[config.mk]
export PLATFORM = sky130hd
export DESIGN_NAME = score_input_conditioner_flat
export DESIGN_NICKNAME = d
export VERILOG_FILES = /design/src/rtl/score_input_conditioner_pkg.sv /design/src/rtl/score_input_conditioner_if.sv /design/src/rtl/score_input_conditioner_debounce_cell.sv /design/src/rtl/score_input_conditioner.sv /design/src/flat_wrapper.sv
export SDC_FILE = /design/constraint.sdc
export NUM_CORES = 1
export LEC_CHECK = 0
export CORE_MARGIN = 3
export CORE_UTILIZATION = 55
export DETAILED_ROUTE_END_ITERATION = 8
export PLACE_DENSITY = 0.7
export RECOVER_POWER = 50
export SLEW_MARGIN = 20
export SYNTH_ARGS = -nofsm -noshare
export SYNTH_HDL_FRONTEND = slang
export SYNTH_SLANG_ARGS = --single-unit
[constraint.sdc]
create_clock -name clock -period 5.1 [get_ports clock]
set_clock_uncertainty 0.15 [all_clocks]
set_input_delay 1.02 -clock clock [delete_from_list [all_inputs] [get_ports clock]]
set_output_delay 1.02 -clock clock [all_outputs]
set_load 0.03 [all_outputs]
[src/rtl/score_input_conditioner_pkg.sv]
// Shared types and constants for the score input conditioner: FSM state
// encoding, channel indices and the score priority resolver.
package score_input_conditioner_pkg;

  localparam int DEBOUNCE_CYCLES_DEFAULT = 1000000;
  localparam int SYNC_STAGES_DEFAULT     = 2;
  localparam int NUM_CHANNELS            = 5;

  localparam int CH_ONE   = 0;
  localparam int CH_TWO   = 1;
  localparam int CH_THREE = 2;
  localparam int CH_PAUSE = 3;
  localparam int CH_TEAM  = 4;

  typedef enum logic [1:0] {
    IDLE = 2'b00,
    FIRE = 2'b01,
    HOLD = 2'b10
  } score_state_e;

  // One-hot event from simultaneous score edges; higher point value wins.
  function automatic logic [2:0] score_priority(input logic [2:0] rise);
    logic [2:0] sel;
    if (rise[2]) begin
      sel = 3'b100;
    end else if (rise[1]) begin
      sel = 3'b010;
    end else if (rise[0]) begin
      sel = 3'b001;
    end else begin
      sel = 3'b000;
    end
    return sel;
  endfunction

endpackage

[src/rtl/score_input_conditioner_if.sv]
// Button/switch inputs and conditioned score/pause/team outputs of the
// scoreboard front end, bundled as one interface.
interface score_input_conditioner_if;

  logic btn_one;
  logic btn_two;
  logic btn_three;
  logic btn_pause;
  logic sw_team;

  logic one_point;
  logic two_point;
  logic three_point;
  logic team;
  logic pause;

  modport master (
    output btn_one, btn_two, btn_three, btn_pause, sw_team,
    input  one_point, two_point, three_point, team, pause
  );

  modport slave (
    input  btn_one, btn_two, btn_three, btn_pause, sw_team,
    output one_point, two_point, three_point, team, pause
  );

endinterface

[src/rtl/score_input_conditioner_debounce_cell.sv]
// One input channel: SYNC_STAGES-deep synchronizer followed by a saturating
// stability counter that moves the debounced level.
module debounce_cell
  import score_input_conditioner_pkg::*;
#(
  parameter int DEBOUNCE_CYCLES = DEBOUNCE_CYCLES_DEFAULT,
  parameter int SYNC_STAGES     = SYNC_STAGES_DEFAULT
) (
  input  logic clock,
  input  logic reset,
  input  logic raw,
  output logic level
);

  localparam int CW = $clog2(DEBOUNCE_CYCLES + 1);
  localparam logic [CW-1:0] CNT_LAST = CW'(DEBOUNCE_CYCLES - 1);

  logic [SYNC_STAGES-1:0] sync_r;
  logic [CW-1:0]          count_r;
  logic                   level_r;
  logic                   synced_s;

  assign synced_s = sync_r[SYNC_STAGES-1];
  assign level    = level_r;

  // Synchronizer shift chain for the asynchronous raw input.
  always_ff @(posedge clock or negedge reset) begin
    if (!reset) begin
      sync_r <= '0;
    end else begin
      sync_r <= {sync_r[SYNC_STAGES-2:0], raw};
    end
  end

  // Level flips on the last of DEBOUNCE_CYCLES disagreeing cycles, so the
  // counter tops out at DEBOUNCE_CYCLES-1 and cannot wrap.
  always_ff @(posedge clock or negedge reset) begin
    if (!reset) begin
      count_r <= '0;
      level_r <= 1'b0;
    end else if (synced_s != level_r) begin
      if (count_r == CNT_LAST) begin
        count_r <= '0;
        level_r <= synced_s;
      end else begin
        count_r <= count_r + CW'(1);
        level_r <= level_r;
      end
    end else begin
      count_r <= '0;
      level_r <= level_r;
    end
  end

endmodule

[src/rtl/score_input_conditioner.sv]
// Scoreboard input front end: five debounced channels, a one-shot score FSM
// with three>two>one priority, a team-select level and a pause toggle.
module score_input_conditioner
  import score_input_conditioner_pkg::*;
#(
  parameter int DEBOUNCE_CYCLES = DEBOUNCE_CYCLES_DEFAULT,
  parameter int SYNC_STAGES     = SYNC_STAGES_DEFAULT
) (
  input  logic                        clock,
  input  logic                        reset,
  score_input_conditioner_if.slave    bus
);

  logic [NUM_CHANNELS-1:0] raw_s;
  logic [NUM_CHANNELS-1:0] level_s;
  logic [2:0]              score_level_s;
  logic [2:0]              prev_r;
  logic [2:0]              rise_r;
  logic                    pause_prev_r;
  logic                    pause_r;
  logic                    team_r;
  logic [2:0]              fire_r;
  score_state_e            state_r;

  assign raw_s = {bus.sw_team, bus.btn_pause, bus.btn_three, bus.btn_two, bus.btn_one};

  for (genvar i = 0; i < NUM_CHANNELS; i++) begin : g_cell
    debounce_cell #(
      .DEBOUNCE_CYCLES (DEBOUNCE_CYCLES),
      .SYNC_STAGES     (SYNC_STAGES)
    ) u_cell (
      .clock (clock),
      .reset (reset),
      .raw   (raw_s[i]),
      .level (level_s[i])
    );
  end

  assign score_level_s = level_s[CH_THREE:CH_ONE];

  // Registered rising-edge detect on score levels; pause toggles directly
  // on its edge so it lands one cycle after the debounced rise.
  always_ff @(posedge clock or negedge reset) begin
    if (!reset) begin
      prev_r       <= 3'b000;
      rise_r       <= 3'b000;
      pause_prev_r <= 1'b0;
      pause_r      <= 1'b0;
    end else begin
      prev_r       <= score_level_s;
      rise_r       <= score_level_s & ~prev_r;
      pause_prev_r <= level_s[CH_PAUSE];
      if (level_s[CH_PAUSE] && !pause_prev_r) begin
        pause_r <= ~pause_r;
      end else begin
        pause_r <= pause_r;
      end
    end
  end

  // Score FSM with registered one-hot event and team outputs.
  always_ff @(posedge clock or negedge reset) begin
    if (!reset) begin
      state_r <= IDLE;
      fire_r  <= 3'b000;
      team_r  <= 1'b0;
    end else begin
      case (state_r)
        IDLE: begin
          team_r <= level_s[CH_TEAM];
          if (|rise_r) begin
            state_r <= FIRE;
            fire_r  <= score_priority(rise_r);
          end else begin
            state_r <= IDLE;
            fire_r  <= 3'b000;
          end
        end
        FIRE: begin
          state_r <= HOLD;
          fire_r  <= 3'b000;
          team_r  <= team_r;
        end
        HOLD: begin
          fire_r <= 3'b000;
          team_r <= level_s[CH_TEAM];
          if (score_level_s == 3'b000) begin
            state_r <= IDLE;
          end else begin
            state_r <= HOLD;
          end
        end
        default: begin
          state_r <= IDLE;
          fire_r  <= 3'b000;
          team_r  <= 1'b0;
        end
      endcase
    end
  end

  assign bus.one_point   = fire_r[0];
  assign bus.two_point   = fire_r[1];
  assign bus.three_point = fire_r[2];
  assign bus.team        = team_r;
  assign bus.pause       = pause_r;

endmodule

[src/flat_wrapper.sv]
// flat-port wrapper written by rule: the top's interface ports become plain ports
module score_input_conditioner_flat import score_input_conditioner_pkg::*;
#(
  parameter int DEBOUNCE_CYCLES = DEBOUNCE_CYCLES_DEFAULT,
  parameter int SYNC_STAGES     = SYNC_STAGES_DEFAULT
)
  (clock, reset, bus_btn_one, bus_btn_two, bus_btn_three, bus_btn_pause, bus_sw_team, bus_one_point, bus_two_point, bus_three_point, bus_team, bus_pause);
  score_input_conditioner_if bus_i ();
  input  logic clock;
  input  logic reset;
  input wire logic [$bits(bus_i.btn_one)-1:0] bus_btn_one;
  input wire logic [$bits(bus_i.btn_two)-1:0] bus_btn_two;
  input wire logic [$bits(bus_i.btn_three)-1:0] bus_btn_three;
  input wire logic [$bits(bus_i.btn_pause)-1:0] bus_btn_pause;
  input wire logic [$bits(bus_i.sw_team)-1:0] bus_sw_team;
  output wire logic [$bits(bus_i.one_point)-1:0] bus_one_point;
  output wire logic [$bits(bus_i.two_point)-1:0] bus_two_point;
  output wire logic [$bits(bus_i.three_point)-1:0] bus_three_point;
  output wire logic [$bits(bus_i.team)-1:0] bus_team;
  output wire logic [$bits(bus_i.pause)-1:0] bus_pause;
  assign bus_i.btn_one = bus_btn_one;
  assign bus_i.btn_two = bus_btn_two;
  assign bus_i.btn_three = bus_btn_three;
  assign bus_i.btn_pause = bus_btn_pause;
  assign bus_i.sw_team = bus_sw_team;
  assign bus_one_point = bus_i.one_point;
  assign bus_two_point = bus_i.two_point;
  assign bus_three_point = bus_i.three_point;
  assign bus_team = bus_i.team;
  assign bus_pause = bus_i.pause;
  score_input_conditioner #(.DEBOUNCE_CYCLES(DEBOUNCE_CYCLES), .SYNC_STAGES(SYNC_STAGES)) u_core (.clock(clock), .reset(reset), .bus(bus_i));
endmodule
* After elaboration in Yosys (flattened, before gate mapping)
Index checks and enable logic that the tools add are counted.
** Storage, ports and cells
- Flip-flop bits (word level) :: 129
- Latch bits :: 0
- Memory bits (writable) :: 0
- Bits in read-only memories :: 0
- Input port bits :: 7
- Output and inout bits :: 5
- Memories :: 0
** Operators by class
- Add/subtract/negate cells :: 5
- Multipliers :: 0
- Divide/modulo/power cells :: 0
- Order comparisons :: 0
- Eq/ne operators :: 12
- Shift operators :: 0
- Mux-type cells :: 19
- Bitwise operators :: 3
- Reduce and logical (&&, ||, !) cells :: 11
** Operators by type and width (count)
- two-way mux 20 bit :: 10
- adder 20 x 1 -> 20 bit, second input constant :: 5
- == test 20 bit, second input constant :: 5
- two-way mux 3 bit :: 4
- AND reduction 2 bit :: 5
- case mux 2 bit (3 select lines) :: 1
- != test 1 bit :: 5
- AND 3 bit :: 1
- zero test 3 bit :: 1
- inverter 3 bit :: 1
- OR reduction 3 bit :: 1
- == test 2 x 1 -> 1 bit, second input constant :: 1
- == test 2 bit, second input constant :: 1
- zero test 2 bit :: 1
- two-way mux 1 bit :: 2
- two-way mux 2 bit :: 1
- case mux 1 bit (2 select lines) :: 1
- OR reduction 2 bit :: 1
- logical AND 1 bit :: 1
- zero test 1 bit :: 1
- inverter 1 bit :: 1

* Logic depth before layout (Yosys ltp)
Gate-level depths: netlist of the first run.
- Depth after elaboration :: 5
- Mapped depth :: 6
- Depth with buffers taken out :: 5

* Hierarchy
Synthesis of the first run repeated with hierarchy kept, for this count alone.
** Unflattened totals
- Cell total of the unflattened synthesis :: 580
- Area, all modules :: 6008.3 um^2
** Modules (own cells, without submodules)
- debounce_cell :: times used 5, cells an instance 110, area each 1108.6 um^2, seq. area each 575.6 um^2
- score_input_conditioner :: times used 1, cells an instance 30, area each 465.4 um^2, seq. area each 350.3 um^2

* Worst setup path after synthesis of the first run
OpenSTA, ideal clock, no wires.
- Kind :: flip-flop to flip-flop
- From :: register u_core.g_cell[3].u_cell.count_r[12]
- To :: register u_core.g_cell[3].u_cell.level_r
- Library setup time :: 0.125 ns
- Arrival :: 1.953 ns
- Slack :: 2.872 ns
- Stages on the path, launching flop included :: 5
- Buffers on the path :: 0
- Path through :: dfrtp_1 or4_1 or4_4 nor2_1 mux2_2
** Between the ends
- Cells in the longest elaborated chain, start to end :: 2
** Ends and longest elaborated chain
- from (decl) :: RTL line score_input_conditioner_debounce_cell.sv:19 : logic [CW-1:0] count_r;
- from (signal assigned) :: RTL line score_input_conditioner_debounce_cell.sv:46 : count_r <= count_r + CW'(1);
- == test 20 bit :: RTL line score_input_conditioner_debounce_cell.sv:42 : if (count_r == CNT_LAST) begin
- AND reduction 2 bit (no source line)
- to (signal assigned) :: RTL line score_input_conditioner_debounce_cell.sv:44 : level_r <= synced_s;
- to (signal assigned) :: RTL line score_input_conditioner_debounce_cell.sv:47 : level_r <= level_r;
- to (signal assigned) :: RTL line score_input_conditioner_debounce_cell.sv:51 : level_r <= level_r;
- to (decl) :: RTL line score_input_conditioner_debounce_cell.sv:20 : logic level_r;
No other way between the ends.
A chain may end at the register's enable or synchronous reset.

==> summary.txt, run 1 <==
Run status
  • Outcome: complete, but fails checks
  • Failing checks: max-capacitance violations, max-slew violations

Detailed routing
  • Via/cell ratio: between 5 and 6
  • DRT Pass-1 Iters: 4
  • DRT iter0 DRCs: 238
  • DR vias: around 4300
  • WL per Instance: about 15 um
  • Antenna Nets Post-Route: 0
  • Final wirelength: 11.0 mm
  • Remaining DRCs: 0

Floorplanning
  • DIE HEIGHT: roughly 110 um
  • Ports: 12
  • Area of the core: roughly 10000 um^2
  • Die W: around 110 um
  • Row Count: 37
  • Die area: about 12000 um^2
  • Initial cell density of the core: between 50% and 60%

Layout
  • Antenna cells: 0
  • Total area of sequential cells: roughly 3200 um^2
  • Filler cell count: 787
  • Footprint of the multi-input gates: roughly 2500 um^2
  • Final cell count without fillers: between 700 and 800
  • Most common cell after layout, fill and taps aside: dfrtp_1
  • Share of cells above drive strength 1: around 8.4%
  • P&R area growth vs syn: 15.1%
  • Commonest non-fill, non-tap cells in the layout: dfrtp_1, nor2_1, xnor2_1, nand3_1
  • # nets final: between 600 and 700

Yosys
  • Synth Warn #: 0
  • Async SR Flop Fraction: between 90% and 100%
  • Mapped Nets: 585
  • Number of synthesized register bits: roughly 130
  • Cells after Synth: 573
  • Average size of a mapped cell: ~10 um^2
  • Sequential share of the synthesized area: between 50% and 60%
  • Primary FF master, synth: dfrtp_1
  • Post-synth EDFFs: 0
  • Distinct cells, synth: 44
  • Mapped cell area: slightly below 6000 um^2

Place
  • Place WS: around 2600 ps
  • Dpl cells: around 700
  • Port Buffers: 11
  • Detailed Place HPWL: 7.23 mm
  • GPL Wtd Cong: around 0.84

Power
  • Sw Ratio: approximately a fifth
  • P_sw: ~0.47 mW
  • Internal power: 1.90 mW
  • Clk pwr share: a little over half
  • Sequential share of power: ~44%
  • Logic gate share of total power: between 2 and 3%
  • VDD IR max: roughly 0.36 mV
  • PD cells: 349 nW/um^2
  • Lkg Pwr: around 2.8 nW

Setup path
  • CP max stage delay: ~1400 ps
  • Critical path type: input port to async pin
  • Worst setup EP type: async pin
  • Cell breakdown of the critical path: buf_4, clkbuf_1
  • Required @ worst endpoint: approximately 5200 ps
  • Crit path DAT: roughly 3000 ps
  • Slowest CP cell: clkbuf_1
  • CP bufs+invs: 2
  • Worst reg2reg setup slack: 2510 ps
  • Largest delay share family, worst path: buffers and inverters
  • Crit-path max FO: between 60 and 70
  • Critical Path Source Type: input port

Timing
  • Worst-margin pin slew: roughly 1800 ps
  • Count of pins over their slew limit: 70
  • Max Freq: 0.344 GHz
  • Final hold violation count: 0
  • Setup violators final: 0
  • Fin crit share: 57.0%
  • Period minus WS final: 2910 ps
  • Fin worst setup slack: ~2200 ps
  • Worst slew margin: -21.9%
  • Setup tns final: 0 ps
  • RSZ-0062 raised after global routing: no

Global route
  • First-pass GRT wire length: around 19 mm
  • Vias in the first global route: roughly 4300
  • Remaining global-route overflow: 0
  • Initial antenna violation count: 0
  • Largest net degree at the start of global routing: 64
  • All-layer global routing usage: approximately a fifth

Clock tree
  • CTS Buf Count: 17
  • Htree depth: 4
  • # resized after CTS: 0
  • Post-CTS Setup Repair Bufs: 0
  • Clock Tree Root: clkbuf_8
  • Clock Sinks: 129
  • Longest Clk Path Bufs: 2
  • CTS tree: built
  • Reg clk slew, reported paths: 60 ps
  • Number of hold buffers added after cts: 0
  • Clk Latency, worst-skew pair: roughly 520 ps

Hold path
  • Hold Path Class: flop to flop

Flow run
  • Maxcap violations: 2
## cells in the mapped netlist, types with 2 or more instances
cell | number | area [um^2]
xor2_1 | 27 | 236
dfrtp_1 | 129 | 3230
nand3_1 | 31 | 155
or2_2 | 2 | 12.5
nand2_1 | 27 | 101
and3_1 | 9 | 56.3
nor2b_1 | 3 | 18.8
mux2_2 | 5 | 56.3
a21oi_1 | 16 | 80.1
a31o_2 | 2 | 17.5
nor3_1 | 20 | 100
inv_1 | 20 | 75.1
xnor2_1 | 51 | 447
o21ai_0 | 12 | 60.1
nor4b_1 | 2 | 17.5
and4_1 | 3 | 26.3
clkbuf_1 | 7 | 26.3
nand4_1 | 27 | 169
or4_1 | 10 | 75.1
nor4_1 | 22 | 138
nor2_1 | 98 | 368
or3_1 | 11 | 68.8
nand4b_1 | 3 | 26.3
mux2i_1 | 2 | 20.0
and2_1 | 4 | 25.0
ha_1 | 5 | 62.6
buf_2 | 2 | 10.0
o31ai_1 | 7 | 52.6
## cell type report
cell class                 instances  share of cell area (%)
tap                              136                    2.51
timing repair buffer              16                    2.03
multi-input combinational        413                    37.5
sequential                       129                    47.6
clock inverter                    10                    2.29
inverter                          20                    1.11
clock buffer                      22                    6.97
## power groups by stage
stage | sequential (mW) | clock [mW] | combinational, mW
global placement | 1.07 | 0 | 0.0616
global route | 1.05 | 1.34 | 0.0698
finish | 1.05 | 1.26 | 0.0598
floorplan | 1.06 | 0 | 0.0304
detailed placement | 1.07 | 0 | 0.0634
CTS | 1.05 | 1.29 | 0.0638
## metrics by stage
stage	area (um^2)	hold slack, ps	utilization, %	total power, mW
finish	6790	192	65.4	2.37
global route	6790	198	65.4	2.46
CTS	6790	194	65.5	2.40
detailed placement	6170	187	59.5	1.13
global placement	6170	181	59.5	1.13
floorplan	5900	181	-	1.10
## layer usage
metal / vias to the layer above / global-route usage, % / share of wire, % / wire, um
li1: 2067 / - / - / -
met1: 2098 / 25.5 / 46 / 5060
met2: 69 / 33.1 / 49 / 5400
met3: 19 / 6.28 / 3.3 / 362
met4: 0 / 8.28 / 1.4 / 158
met5: - / 0 / 0 / 0
## sequential cells by signal, indices dropped and copies added, names as in the netlist
signal,flops
u_core.state_r,2
u_core.g_cell.u_cell.level,5
u_core.bus.team,1
u_core.bus.pause,1
u_core.fire_r,3
u_core.g_cell.u_cell.sync_r,10
u_core.pause_prev_r,1
u_core.prev_r,3
u_core.rise_r,3
u_core.g_cell.u_cell.count_r,100
## final timing paths
| kind | from | end | depth (start not counted) |
|---|---|---|---|
| max reg2reg | u_core.g_cell[2].u_cell.count_r[12] | u_core.g_cell[2].u_cell.count_r[19] | 5 |
| min reg2reg | u_core.g_cell[0].u_cell.sync_r[0] | u_core.g_cell[0].u_cell.sync_r[1] | 0 |
| min in group asynchronous | reset | u_core.g_cell[4].u_cell.count_r[12] | 1 |
| min | u_core.g_cell[0].u_cell.sync_r[0] | u_core.g_cell[0].u_cell.sync_r[1] | 0 |
| max | reset | u_core.g_cell[0].u_cell.count_r[11] | 2 |
| max in group clock | u_core.bus.team | bus_team | 1 |
## cell families (layout without fill, tap and decap cells)
group	Yosys count	after routing	synth area share, %
adder cells (fa/ha/maj)	5	5	1.06
multiplexers	7	7	1.29
XOR/XNOR	78	78	11.6
buffers and inverters	31	68	2.21
AND/OR/NAND/NOR	280	280	24.4
AO/OA/AOI/OAI	43	43	4.73
flip-flops	129	129	54.8
Note: power is estimated with default switching activity, not from simulation.
==> run 2, diff against run 1 <==
--- a/config.mk
+++ b/config.mk
@@ -8,7 +8,7 @@
 export CORE_MARGIN = 3
 export CORE_UTILIZATION = 55
 export DETAILED_ROUTE_END_ITERATION = 8
-export PLACE_DENSITY = 0.7
+export PLACE_DENSITY = 0.73
 export RECOVER_POWER = 50
 export SLEW_MARGIN = 20
 export SYNTH_ARGS = -nofsm -noshare
==> constraint.sdc (replaced) <==
create_clock -name clock -period 2.5 [get_ports clock]
set_clock_uncertainty 0.15 [all_clocks]
set_input_delay 0.5 -clock clock [delete_from_list [all_inputs] [get_ports clock]]
set_output_delay 0.5 -clock clock [all_outputs]
set_load 0.03 [all_outputs]
==> summary.txt, run 2 (same netlist as run 1, synthesis figures left out) <==
Setup path
  • Worst setup EP type: flop (was async pin)
  • Critical Path Source Type: flop (was input port)
  • Crit path DAT: 2600 ps (was 3030 ps)
  • Required @ worst endpoint: 2750 ps (was 5230 ps)
  • FF-to-FF path depth: 4 (was 5)
  • Crit-path max FO: 6 (was 63)
  • Critical path type: flop to flop (was input port to async pin)

Place
  • Detailed Place HPWL: 7.30 mm (was 7.23 mm)
  • Dpl cells: 721 (was 714)
  • Port Buffers: 11 (unchanged)
  • Placed cell areas: 6240 um^2 (was 6170 um^2)
  • GPL Wtd Cong: 0.879 (was 0.843)

Detailed routing
  • DRT Pass-1 Iters: 4 (unchanged)
  • Remaining DRCs: 0 (unchanged)
  • DRT iter0 DRCs: 228 (was 238)
  • WL per Instance: 14.6 um (was 14.7 um)
  • Via/cell ratio: 5.66 (was 5.70)
  • DR vias: 4266 (was 4253)
  • Final wirelength: 11.0 mm (about the same)
  • Antenna Nets Post-Route: 0 (unchanged)

Clock tree
  • Clock Tree Root: clkbuf_8 (unchanged)
  • CTS Buf Count: 17 (unchanged)
  • Clock Sinks: 129 (unchanged)
  • Reg clk slew, reported paths: 60 ps (about the same)
  • Longest Clk Path Bufs: 2 (unchanged)
  • Htree depth: 4 (unchanged)
  • Clk Latency, worst-skew pair: 520 ps (about the same)
  • # resized after CTS: 0 (unchanged)
  • CTS tree: built (unchanged)

Power
  • Lkg Pwr: 2.79 nW (was 2.76 nW)
  • Sequential share of power: 44.8% (was 44.3%)
  • P_sw: 1.01 mW (was 0.473 mW)
  • Sw Ratio: 21.1% (was 20.0%)
  • VDD IR max: 0.565 mV (was 0.357 mV)
  • Internal power: 3.77 mW (was 1.90 mW)
  • Logic gate share of total power: 2.8% (was 2.5%)
  • Clk pwr share: 52.3% (was 53.2%)
  • PD cells: 697 nW/um^2 (was 349 nW/um^2)

Timing
  • Fin crit share: a little over nine tenths
  • Period minus WS final: between 2000 and 2500 ps
  • Max Freq: 0.426 GHz
  • Count of pins over their slew limit: 0 (was 70)
  • Worst slew margin: 18.2% (was -21.9%)
  • Setup tns final: 0 ps (unchanged)
  • RSZ-0062 raised after global routing: no (unchanged)
  • Setup violators final: 0 (unchanged)
  • Worst-margin pin slew: 1230 ps (was 1830 ps)
  • Final hold violation count: 0 (unchanged)

Global route
  • All-layer global routing usage: 20.5% (was 20.4%)
  • Vias in the first global route: 4247 (was 4272)
  • First-pass GRT wire length: 19.2 mm (was 19.1 mm)
  • Largest net degree at the start of global routing: 48 (was 64)
  • Remaining global-route overflow: 0 (unchanged)
  • Initial antenna violation count: 0 (unchanged)

Floorplanning
  • Die W: 110 um (unchanged)
  • Ports: 12 (unchanged)
  • Die area: 12000 um^2 (unchanged)
  • Row Count: 37 (unchanged)
  • Initial cell density of the core: 56.9% (unchanged)
  • DIE HEIGHT: 110 um (unchanged)
  • Area of the core: 10400 um^2 (unchanged)

Layout
  • P&R area growth vs syn: 16.3% (was 15.1%)
  • Most common cell after layout, fill and taps aside: dfrtp_1 (unchanged)
  • Commonest non-fill, non-tap cells in the layout: dfrtp_1, nor2_1, xnor2_1, nand3_1 (unchanged)
  • Antenna cells: 0 (unchanged)
  • Final cell count without fillers: 754 (was 746)
  • Footprint of the multi-input gates: 2550 um^2 (unchanged)
  • Filler cell count: 796 (was 787)
  • # nets final: 617 (was 609)
  • Flip-flop count of the largest register after layout: 100 (unchanged)
  • Biggest register: u_core.g_cell.u_cell.count_r (unchanged)
  • Total area of sequential cells: 3230 um^2 (unchanged)
  • Share of cells above drive strength 1: 9.87% (was 8.36%)
  • Final instance area: 6860 um^2 (was 6790 um^2)

Flow run
  • Maxcap violations: 0 (was 2)

Hold path
  • Hold Path Class: flop to flop (unchanged)
  • WHS Path Cells: 0 (unchanged)

Run status
  • Outcome: finished, final reports clean (was complete, but fails checks)
## run 2: timing repair
item | in CTS | in global routing
hold buffers | 1 | 0
endpoints found under the hold margin | 45 | 0
buffers inserted | 0 | 0
## run 2: worst paths after layout
check | from | endpoint | slack, ps
worst max-delay path | u_core.g_cell[3].u_cell.count_r[12] | u_core.g_cell[3].u_cell.level | 150
worst min-delay path | u_core.g_cell[2].u_cell.sync_r[0] | u_core.g_cell[2].u_cell.sync_r[1] | 200
worst max register to register | u_core.g_cell[3].u_cell.count_r[12] | u_core.g_cell[3].u_cell.level | 150
worst min register to register | u_core.g_cell[2].u_cell.sync_r[0] | u_core.g_cell[2].u_cell.sync_r[1] | 200
max in group asynchronous | reset | u_core.g_cell[1].u_cell.count_r[1] | 730
min in group asynchronous | reset | u_core.g_cell[4].u_cell.count_r[11] | 620
## run 2: power groups by stage
| stage | logic, mW | clock network, mW | registers, mW |
|---|---|---|---|
| floorplan | 0.0620 | 0 | 2.17 |
| finish | 0.134 | 2.50 | 2.14 |
| global route | 0.156 | 2.66 | 2.15 |
| global placement | 0.133 | 0 | 2.18 |
| CTS | 0.141 | 2.55 | 2.14 |
| detailed placement | 0.137 | 0 | 2.18 |
## run 2: metrics by stage
stage / hold WS, ps / setup slack [ps] / utilization [%] / power (mW)
after global routing: 205 / 79.8 / 66.1 / 4.96
after detailed placement: 186 / 156 / 60.2 / 2.31
final: 198 / 153 / 66.1 / 4.78
after floorplan: 54.4 / 272 / - / 2.23
after global placement: 183 / 225 / 60.2 / 2.31
after CTS: 199 / 160 / 66.2 / 4.83
## run 2: cell type report
type	instances	area share (%)
multi-input cells	413	37.1
repair buffers	24	3.36
well taps	136	2.48
clock buffers	17	6.04
clock inverters	15	2.81
inverters	20	1.09
flip-flops and latches	129	47.1
## run 2: worst max-delay path: stages (launching register included)
cell and delay (ps):
dfrtp_1 430, or4_1 530, or4_4 520, nor2_1 250
mux2_2 370
## run 2: layer usage
layer  GRT usage (%)  vias to the layer above  share of wire (%)
met5               0                        -                  0
met3            6.05                        7                2.2
met1            26.3                     2128                 47
met2            33.6                       49                 50
li1                -                     2082                  -
met4            6.59                        0                1.0
==> run 3, diff against run 2 <==
--- a/config.mk
+++ b/config.mk
@@ -8,7 +8,8 @@
 export CORE_MARGIN = 3
 export CORE_UTILIZATION = 55
 export DETAILED_ROUTE_END_ITERATION = 8
-export PLACE_DENSITY = 0.73
+export DONT_BUFFER_PORTS = 1
+export PLACE_DENSITY = 0.71
 export RECOVER_POWER = 50
 export SLEW_MARGIN = 20
 export SYNTH_ARGS = -nofsm -noshare
==> summary.txt, run 3 (same netlist as run 1, synthesis figures left out) <==
Floorplanning
  • DIE HEIGHT: 110 um (unchanged)
  • Die area: 12000 um^2 (unchanged)
  • Initial cell density of the core: 56.9% (unchanged)
  • Ports: 12 (unchanged)
  • Area of the core: 10400 um^2 (unchanged)
  • Die W: 110 um (unchanged)
  • Row Count: 37 (unchanged)

Timing
  • Worst hold margin: -478 ps (was 198 ps)
  • Setup violators final: 0 (unchanged)
  • RSZ-0062 raised after global routing: no (unchanged)
  • Setup tns final: 0 ps (unchanged)
  • Worst-margin pin slew: 578 ps (was 1230 ps)
  • Period minus WS final: 2360 ps (was 2350 ps)
  • Fin crit share: 94.6% (was 93.9%)
  • Worst slew margin: 61.1% (was 18.2%)
  • Max Freq: 0.423 GHz (was 0.426 GHz)
  • Final hold violation count: 129 (was 0)
  • Count of pins over their slew limit: 0 (unchanged)

Hold path
  • Hold Path Class: input port to async pin (was flop to flop)

Clock tree
  • # resized after CTS: 0 (unchanged)
  • Clk Latency, worst-skew pair: 520 ps (about the same)
  • Clock Tree Root: clkbuf_8 (unchanged)
  • Htree depth: 4 (unchanged)
  • Number of hold buffers added after cts: 5 (was 1)
  • CTS Buf Count: 17 (unchanged)
  • CTS tree: built (unchanged)
  • Post-CTS Setup Repair Bufs: 0 (unchanged)
  • Longest Clk Path Bufs: 2 (unchanged)
  • Reg clk slew, reported paths: 60 ps (about the same)
  • Clock Sinks: 129 (unchanged)

Place
  • GPL Wtd Cong: 0.797 (was 0.879)
  • Detailed Place HPWL: 6.96 mm (was 7.30 mm)
  • Dpl cells: 707 (was 721)
  • Port Buffers: 0 (was 11)

Setup path
  • Critical path type: flop to flop (unchanged)
  • Crit path DAT: 2620 ps (was 2600 ps)
  • Worst setup EP type: flop (unchanged)
  • Cell breakdown of the critical path: or4_1, or4_4, nor2_1, mux2_2 (unchanged)
  • CP max stage delay: 530 ps (about the same)
  • Critical Path Source Type: flop (unchanged)
  • Largest delay share family, worst path: simple AND/OR/NAND/NOR gates (unchanged)
  • Slowest CP cell: or4_1 (unchanged)
  • CP bufs+invs: 0 (unchanged)
  • Required @ worst endpoint: 2750 ps (about the same)
  • Crit-path max FO: 6 (unchanged)

Global route
  • First-pass GRT wire length: 18.9 mm (was 19.2 mm)
  • Largest net degree at the start of global routing: 130 (was 48)
  • Vias in the first global route: 4100 (was 4247)
  • GR Util met2: 31.0% (was 33.6%)
  • Remaining global-route overflow: 0 (unchanged)
  • GRT busiest layer: met2 (unchanged)
  • All-layer global routing usage: 20.1% (was 20.5%)
  • Initial antenna violation count: 0 (unchanged)
  • M3 GR Usage: 6.34% (was 6.05%)
  • GR Util met1: 27.2% (was 26.3%)

Detailed routing
  • DRT iter0 DRCs: 287 (was 228)
  • Final wirelength: 10.8 mm (was 11.0 mm)
  • DRT Pass-1 Iters: 4 (unchanged)
  • DR vias: 4197 (was 4266)
  • Via/cell ratio: 5.64 (was 5.66)
  • WL per Instance: 14.5 um (was 14.6 um)
  • Remaining DRCs: 0 (unchanged)
  • Antenna Nets Post-Route: 0 (unchanged)

Layout
  • Biggest register: u_core.g_cell.u_cell.count_r (unchanged)
  • Footprint of the multi-input gates: 2550 um^2 (unchanged)
  • Commonest non-fill, non-tap cells in the layout: dfrtp_1, nor2_1, xnor2_1, nand3_1 (unchanged)
  • Antenna cells: 0 (unchanged)
  • Final cell count without fillers: 744 (was 754)
  • Flip-flop count of the largest register after layout: 100 (unchanged)
  • Total area of sequential cells: 3230 um^2 (unchanged)
  • # nets final: 607 (was 617)
  • Share of cells above drive strength 1: 9.05% (was 9.87%)
  • P&R area growth vs syn: 14.2% (was 16.3%)
  • Most common cell after layout, fill and taps aside: dfrtp_1 (unchanged)
  • Filler cell count: 800 (was 796)

Power
  • VDD IR max: 0.452 mV (was 0.565 mV)
  • Lkg Pwr: 2.74 nW (was 2.79 nW)
  • PD cells: 695 nW/um^2 (was 697 nW/um^2)

Run status
  • Outcome: complete, but fails checks (was finished, final reports clean)
  • Failing checks: negative hold slack

Flow run
  • Maxcap violations: 0 (unchanged)
-- run 3: cell count changes in the layout (fill, tap and decap cells not counted), moves of 2 or more --
cell,previous run,this run
clkdlybuf4s50_1,5,0
clkbuf_1,0,2
buf_12,2,0
clkinv_4,2,0
clkbuf_8,1,4
-- run 3: worst register-to-register path: stages, from the launching register on --
cell and delay (ps):
dfrtp_1 430, or4_1 530, or4_4 520, nor2_1 250, mux2_2 380
-- run 3: through the flow --
step | util, % | power [mW] | instance area, um^2 | setup slack, ps
final | 64.9 | 4.68 | 6730 | 135
after floorplan | - | 2.23 | 5900 | 272
after detailed placement | 58.7 | 2.26 | 6090 | 152
after global routing | 64.9 | 4.85 | 6730 | 52.3
after global placement | 58.7 | 2.25 | 6090 | 229
after CTS | 64.9 | 4.73 | 6730 | 139
-- run 3: power breakdown --
group          leakage, nW  internal (mW)  switching, mW
combinational        0.691         0.0354         0.0520
clock                0.287           1.59          0.863
sequential            1.77           2.12         0.0242
-- run 3: worst paths after layout --
kind	start	to	slack [ps]	cells past startpoint
worst max-delay path	u_core.g_cell[3].u_cell.count_r[12]	u_core.g_cell[3].u_cell.level	140	4
worst min-delay path	reset	u_core.g_cell[4].u_cell.count_r[15]	-480	0
worst max register to register	u_core.g_cell[3].u_cell.count_r[12]	u_core.g_cell[3].u_cell.level	140	4
worst min register to register	u_core.g_cell[1].u_cell.sync_r[0]	u_core.g_cell[1].u_cell.sync_r[1]	200	0
max in group asynchronous	reset	u_core.g_cell[1].u_cell.count_r[8]	2500	0
min in group clock	u_core.g_cell[1].u_cell.sync_r[0]	u_core.g_cell[1].u_cell.sync_r[1]	200	0
-- run 3: routing by layer --
metal | up-vias | wire length (um) | part of all wire (%)
met5 | - | 0 | 0
met4 | 0 | 146 | 1.4
met3 | 15 | 443 | 4.1
met2 | 81 | 5180 | 48
met1 | 2054 | 5040 | 47
li1 | 2047 | - | -
-- run 3: cell type report --
type,instances,share of cell area (%)
Clock buffer,22,6.87
Clock inverter,10,1.97
Inverter,20,1.11
Multi-Input combinational cell,413,37.8
Sequential cell,129,47.9
Tap cell,136,2.53
Timing Repair Buffer,14,1.75
